## config.mk

```make
export PLATFORM = sky130hd
export DESIGN_NAME = fetch
export DESIGN_NICKNAME = d
export VERILOG_FILES = /design/src/rtl/fetch.sv
export SDC_FILE = /design/constraint.sdc
export NUM_CORES = 1
export LEC_CHECK = 0
export BUFFER_PORTS_ARGS = -buffer_cell sky130_fd_sc_hd__buf_2
export CAP_MARGIN = 20
export CORE_MARGIN = 10
export CORE_UTILIZATION = 48
export DETAILED_ROUTE_END_ITERATION = 7
export GPL_TIMING_DRIVEN = 0
export MAX_ROUTING_LAYER = met4
export PLACE_DENSITY = 0.74
export SLEW_MARGIN = 10
export SYNTH_ARGS = -nofsm -noshare
export SYNTH_HDL_FRONTEND = slang
export SYNTH_SLANG_ARGS = --single-unit
export TNS_END_PERCENT = 100
```

## constraint.sdc

```tcl
create_clock -name clk -period 1.6 [get_ports clk]
set_clock_uncertainty 0.1 [all_clocks]
set_input_delay 0.16 -clock clk [delete_from_list [all_inputs] [get_ports clk]]
set_output_delay 0.16 -clock clk [all_outputs]
set_load 0.05 [all_outputs]
```

## src/rtl/fetch.sv

```systemverilog
// fetch: memory-read master for the ForthSuper byte-wide memory block.
// Reads one CSZ-bit cell from NB consecutive byte addresses, starting at ai,
// and assembles it big-endian (the byte at ai lands in the MSBs).
// The memory is a registered RAM, so each byte appears on mem_vo one cycle
// after its address; capture therefore trails the address pointer by one cycle.
// Optional build macro FETCH_BYTE_EN adds input bw for single-byte fetches
// (C@), zero-extended into vo.
module fetch #(
  parameter int DSZ = 8,
  parameter int ASZ = 17,
  parameter int CSZ = 32
) (
  input  logic           clk,
  input  logic           rst_n,
  input  logic           req,
  input  logic [ASZ-1:0] ai,
`ifdef FETCH_BYTE_EN
  input  logic           bw,
`endif
  output logic           bsy,
  output logic           vld,
  output logic [CSZ-1:0] vo,
  output logic [ASZ-1:0] mem_ai,
  output logic           mem_we,
  output logic [DSZ-1:0] mem_vi,
  input  logic [DSZ-1:0] mem_vo
);

  localparam int NB = CSZ / DSZ;
  localparam int CW = $clog2(NB + 1);
  localparam logic [CW-1:0] NB_C = CW'(NB);

  typedef enum logic {
    S_IDLE = 1'b0,
    S_RD   = 1'b1
  } state_t;

  state_t         r_state, w_state_nx;
  logic [ASZ-1:0] r_ptr,   w_ptr_nx;
  logic [CW-1:0]  r_cnt,   w_cnt_nx;
  logic [CSZ-1:0] r_acc,   w_acc_nx;
  logic [CSZ-1:0] r_vo,    w_vo_nx;
  logic           r_vld,   w_vld_nx;
  logic           r_bsy,   w_bsy_nx;
  logic           w_last;
  logic [CSZ-1:0] w_cell;

`ifdef FETCH_BYTE_EN
  logic r_bw, w_bw_nx;
  // A byte fetch finishes after its single byte has been captured.
  assign w_last = r_bw ? (r_cnt == CW'(1)) : (r_cnt == NB_C);
  assign w_cell = r_bw ? {{(CSZ-DSZ){1'b0}}, mem_vo}
                       : {r_acc[CSZ-DSZ-1:0], mem_vo};
`else
  assign w_last = (r_cnt == NB_C);
  assign w_cell = {r_acc[CSZ-DSZ-1:0], mem_vo};
`endif

  // Next-state and datapath update; vld defaults low so it can only pulse.
  always_comb begin
    w_state_nx = r_state;
    w_ptr_nx   = r_ptr;
    w_cnt_nx   = r_cnt;
    w_acc_nx   = r_acc;
    w_vo_nx    = r_vo;
    w_vld_nx   = 1'b0;
    w_bsy_nx   = r_bsy;
`ifdef FETCH_BYTE_EN
    w_bw_nx    = r_bw;
`endif
    case (r_state)
      S_IDLE: begin
        if (req) begin
          w_ptr_nx   = ai;
          w_cnt_nx   = '0;
          w_acc_nx   = '0;
          w_bsy_nx   = 1'b1;
          w_state_nx = S_RD;
`ifdef FETCH_BYTE_EN
          w_bw_nx    = bw;
`endif
        end
      end
      S_RD: begin
        // Pointer stops advancing once every byte address has been issued.
        if (r_cnt < NB_C) w_ptr_nx = r_ptr + ASZ'(1);
        // First cycle has no data yet: RAM output lags its address by one.
        if (r_cnt != '0) w_acc_nx = {r_acc[CSZ-DSZ-1:0], mem_vo};
        w_cnt_nx = r_cnt + CW'(1);
        if (w_last) begin
          w_vo_nx    = w_cell;
          w_vld_nx   = 1'b1;
          w_bsy_nx   = 1'b0;
          w_state_nx = S_IDLE;
        end
      end
      default: w_state_nx = S_IDLE;
    endcase
  end

  // State register; reset discards any partial cell.
  always_ff @(posedge clk or negedge rst_n) begin
    if (!rst_n) r_state <= S_IDLE;
    else        r_state <= w_state_nx;
  end

  // Datapath registers.
  always_ff @(posedge clk or negedge rst_n) begin
    if (!rst_n) begin
      r_ptr <= '0;
      r_cnt <= '0;
      r_acc <= '0;
      r_vo  <= '0;
      r_vld <= 1'b0;
      r_bsy <= 1'b0;
    end else begin
      r_ptr <= w_ptr_nx;
      r_cnt <= w_cnt_nx;
      r_acc <= w_acc_nx;
      r_vo  <= w_vo_nx;
      r_vld <= w_vld_nx;
      r_bsy <= w_bsy_nx;
    end
  end

`ifdef FETCH_BYTE_EN
  // Byte-width flag captured with the start address.
  always_ff @(posedge clk or negedge rst_n) begin
    if (!rst_n) r_bw <= 1'b0;
    else        r_bw <= w_bw_nx;
  end
`endif

  assign bsy    = r_bsy;
  assign vld    = r_vld;
  assign vo     = r_vo;
  assign mem_ai = r_ptr;
  assign mem_we = 1'b0;
  assign mem_vi = '0;

endmodule

```

==> flow_metrics.py <==
metrics = {
    "layout": {
        "final_layout_size_suffix_gt1_frac": 0.408,
        "final_cells": 555,
        "nets": 482,
        "syn_to_final_growth_pct": 31.4,
        "final_area_mm2": 0.00471,
        "diodes": 0,
    },
    "min_path": {
        "hold_path.class": "in2reg",
        "hp-start": "ai[7]",
        "whs_endpoint": "mem_ai[7]",
        "hold_depth": 3,
    },
    "logic_synthesis": {
        "synth_seq_area_share": 0.552,
        "synth_area_mm2": 0.00358,
        "synth.area.top_cells": "dfrtp_1 55%, mux2_2 10%, nand2_1 5.8%",
        "avgSynthCellArea_um2": 11.0,
        "synth_cells": 327,
        "yosysTopAreaCell": "dfrtp_1",
        "async_reset_ff_frac": 1.00,
        "synth_edf_count": 0,
        "synth.distinct_cells": 35,
        "ys_ff_latch": 79,
        "synth.top_cell.area_share": 0.552,
        "yosysWarnings": 0,
        "ys.flop_type": "dfrtp_1",
    },
    "setup_path": {
        "criticalPathCategory": "reg2reg",
        "critical_path_required_ns": 1.78,
        "reg2reg_to": "mem_ai[14]",
        "r2r-start": "mem_ai[0]",
        "end_kind": "register",
        "worst-endpoint-arrival_ns": 1.82,
        "cp-start-kind": "register",
        "r2r_setup_slack_ns": -0.04,
        "r2r_cells": 6,
        "crit_fanout": 4,
    },
    "floorplan": {
        "die_h_um": 106,
        "rows": 31,
        "ios": 88,
        "core_area_mm2": 0.00725,
        "die_x_um": 106,
        "start_util": 0.494,
        "fp.dieArea_mm2": 0.0113,
    },
    "power": {
        "p_leak_uw": 0.00225,
        "ir_worst_vdd_uv": 1280,
        "powerDensity_mw_per_mm2": 2420,
        "power_uw": 11400,
    },
    "routing": {
        "wl_per_cell_um": 16.5,
        "wirelength_um": 9130,
        "drc_errors": 0,
        "drt_iter0_drc": 156,
        "vias_per_cell": 5.18,
        "ant_nets": 0,
        "num_vias": 2873,
        "dr.pass1.iters": 4,
    },
    "sta": {
        "tightest_slew_ns": 0.532,
        "hold_violations": 0,
        "min_period_ns": 1.64,
        "period_share": 1.03,
        "setup_violations": 3,
        "final_max_slew_viol_count": 0,
        "relSlewSlack": 0.646,
        "timing.hold.ws_ns": 0.00244,
        "fmax_ghz": 0.610,
        "setup_ws_ns": -0.0401,
        "rsz0062_at_grt": "yes",
    },
    "clock_tree": {
        "htreeDepth": 3,
        "cts-buffers-inserted": 9,
        "cts_max_path_buffers": 2,
        "root_buffer": "clkbuf_8",
        "insertion_delay_ns": 0.36,
        "cts_tree": "built",
        "cts.sinks": 79,
        "clkTransAtPathRegs_ns": 0.08,
    },
    "placed_design": {
        "port_buffers": 78,
        "place_area_mm2": 0.00417,
        "dpl.cell_count": 513,
        "globalplace.congestion": 0.836,
        "dp_hpwl_um": 6260,
        "preCtsSetupSlack_ns": -0.248,
    },
    "global_routing": {
        "antenna_found_initial": 0,
        "grt_max_degree": 43,
        "grt_usage": 0.163,
        "grt_pass1_vias": 2854,
        "gr-total-overflow": 0,
        "grt_pass1_wl_um": 14600,
    },
    "run": {
        "max_cap_violations": 0,
    },
    "status": {
        "violations": "setup timing",
        "status": "complete, but fails checks",
    },
}
## registers in the layout, indices dropped and copies added (netlist names)
| signal | flops |
|---|---|
| bsy | 1 |
| mem_ai | 17 |
| r_acc | 24 |
| r_cnt | 3 |
| vld | 1 |
| vo | 32 |
| r_state | 1 |
## report_power, final
part	leakage, uW	switching (uW)	internal (uW)	total [uW]
clock network	0.0000895	746	722	1470
logic	0.00122	4070	2060	6130
registers	0.000937	789	3020	3810
total	0.00225	5600	5800	11400
## cells in the mapped netlist, types with 5 or more instances
| cell | n |
|---|---|
| a211oi_1 | 16 |
| clkbuf_1 | 13 |
| nand2_1 | 55 |
| or3_1 | 5 |
| a31oi_1 | 5 |
| o21ai_0 | 6 |
| nand3_1 | 30 |
| mux2_2 | 33 |
| buf_4 | 9 |
| a21oi_1 | 11 |
| dfrtp_1 | 79 |
| nor2b_1 | 17 |
| xor2_1 | 9 |
## cell families after synthesis
family	share of synthesized area
and+or+nand+nor	0.174
adders and majority gates	0.0105
AOI/OAI and AO/OA	0.0744
other	0.00105
muxes	0.109
DFF	0.552
xor gates and xnor gates	0.0293
buffers and inverters	0.0496
## worst max path at each step
stage               from          to  slack (ns)  depth (start not counted)
6_report       mem_ai[0]  mem_ai[14]       -0.04                          6
5_1_grt        mem_ai[0]  mem_ai[16]       -0.12                          6
4_1_cts         r_cnt[2]  mem_ai[13]       -0.06                          5
3_5_place_dp    r_cnt[0]   r_acc[15]       -0.25                          7
3_3_place_gp       rst_n   mem_ai[1]       -0.44                          1
2_1_floorplan  mem_ai[0]  mem_ai[14]       -0.20                          6
## worst max-delay path, stage by stage (launching register included)
cell	delay (ns)
dfrtp_2	0.41
ha_4	0.14
and4b_1	0.21
buf_6	0.12
nand3_4	0.08
or3_1	0.33
a31oi_1	0.16
## what timing repair did
item / 4_1_cts / 5_1_grt
hold buffers: 17 / 0
resized for setup: 20 / 20
setup endpoints to repair: 69 / 68
pin swaps: 3 / 13
endpoints found under the hold margin: 61 / 0
buffers inserted: 6 / 6
## layout make-up
type                       count  area [um^2]
clock inverter                 5         58.8
multi-input combinational    223         1520
tap                           99          124
timing repair buffer         108          677
inverter                       4         15.0
clock buffer                  11          131
buffer                        26          188
fill                         589         2540
sequential                    79         1990
## per-stage QoR
step / TNS, ns / util
floorplan: -0.706 / -
global placement: -36.84 / 0.572
detailed placement: -12.70 / 0.575
CTS: -0.211 / 0.637
global route: -0.626 / 0.649
finish: -0.0764 / 0.649
## placed cells by master, fill, tap and decap left out, drive strengths merged, types with 3 or more instances in the layout
cell type / n
dlygate4sd3: 17
nand3: 31
a21oi: 11
o21ai: 7
a211oi: 16
buf: 109
mux2: 33
ha: 3
nand4: 4
a31oi: 5
xor2: 9
or3: 5
clkbuf: 19
nand2: 55
inv: 4
dfrtp: 79
xnor2: 3
nor2b: 17
conb: 9
## routing by layer
layer  part of all wire  global-route usage  up-vias
met5                  0                   -        -
met4              0.019              0.0609        0
met3              0.039              0.0302       18
met2               0.51               0.256       72
met1               0.43               0.205     1414
li1                   -                   -     1369
No activity file was read; power rests on OpenSTA's default activity.
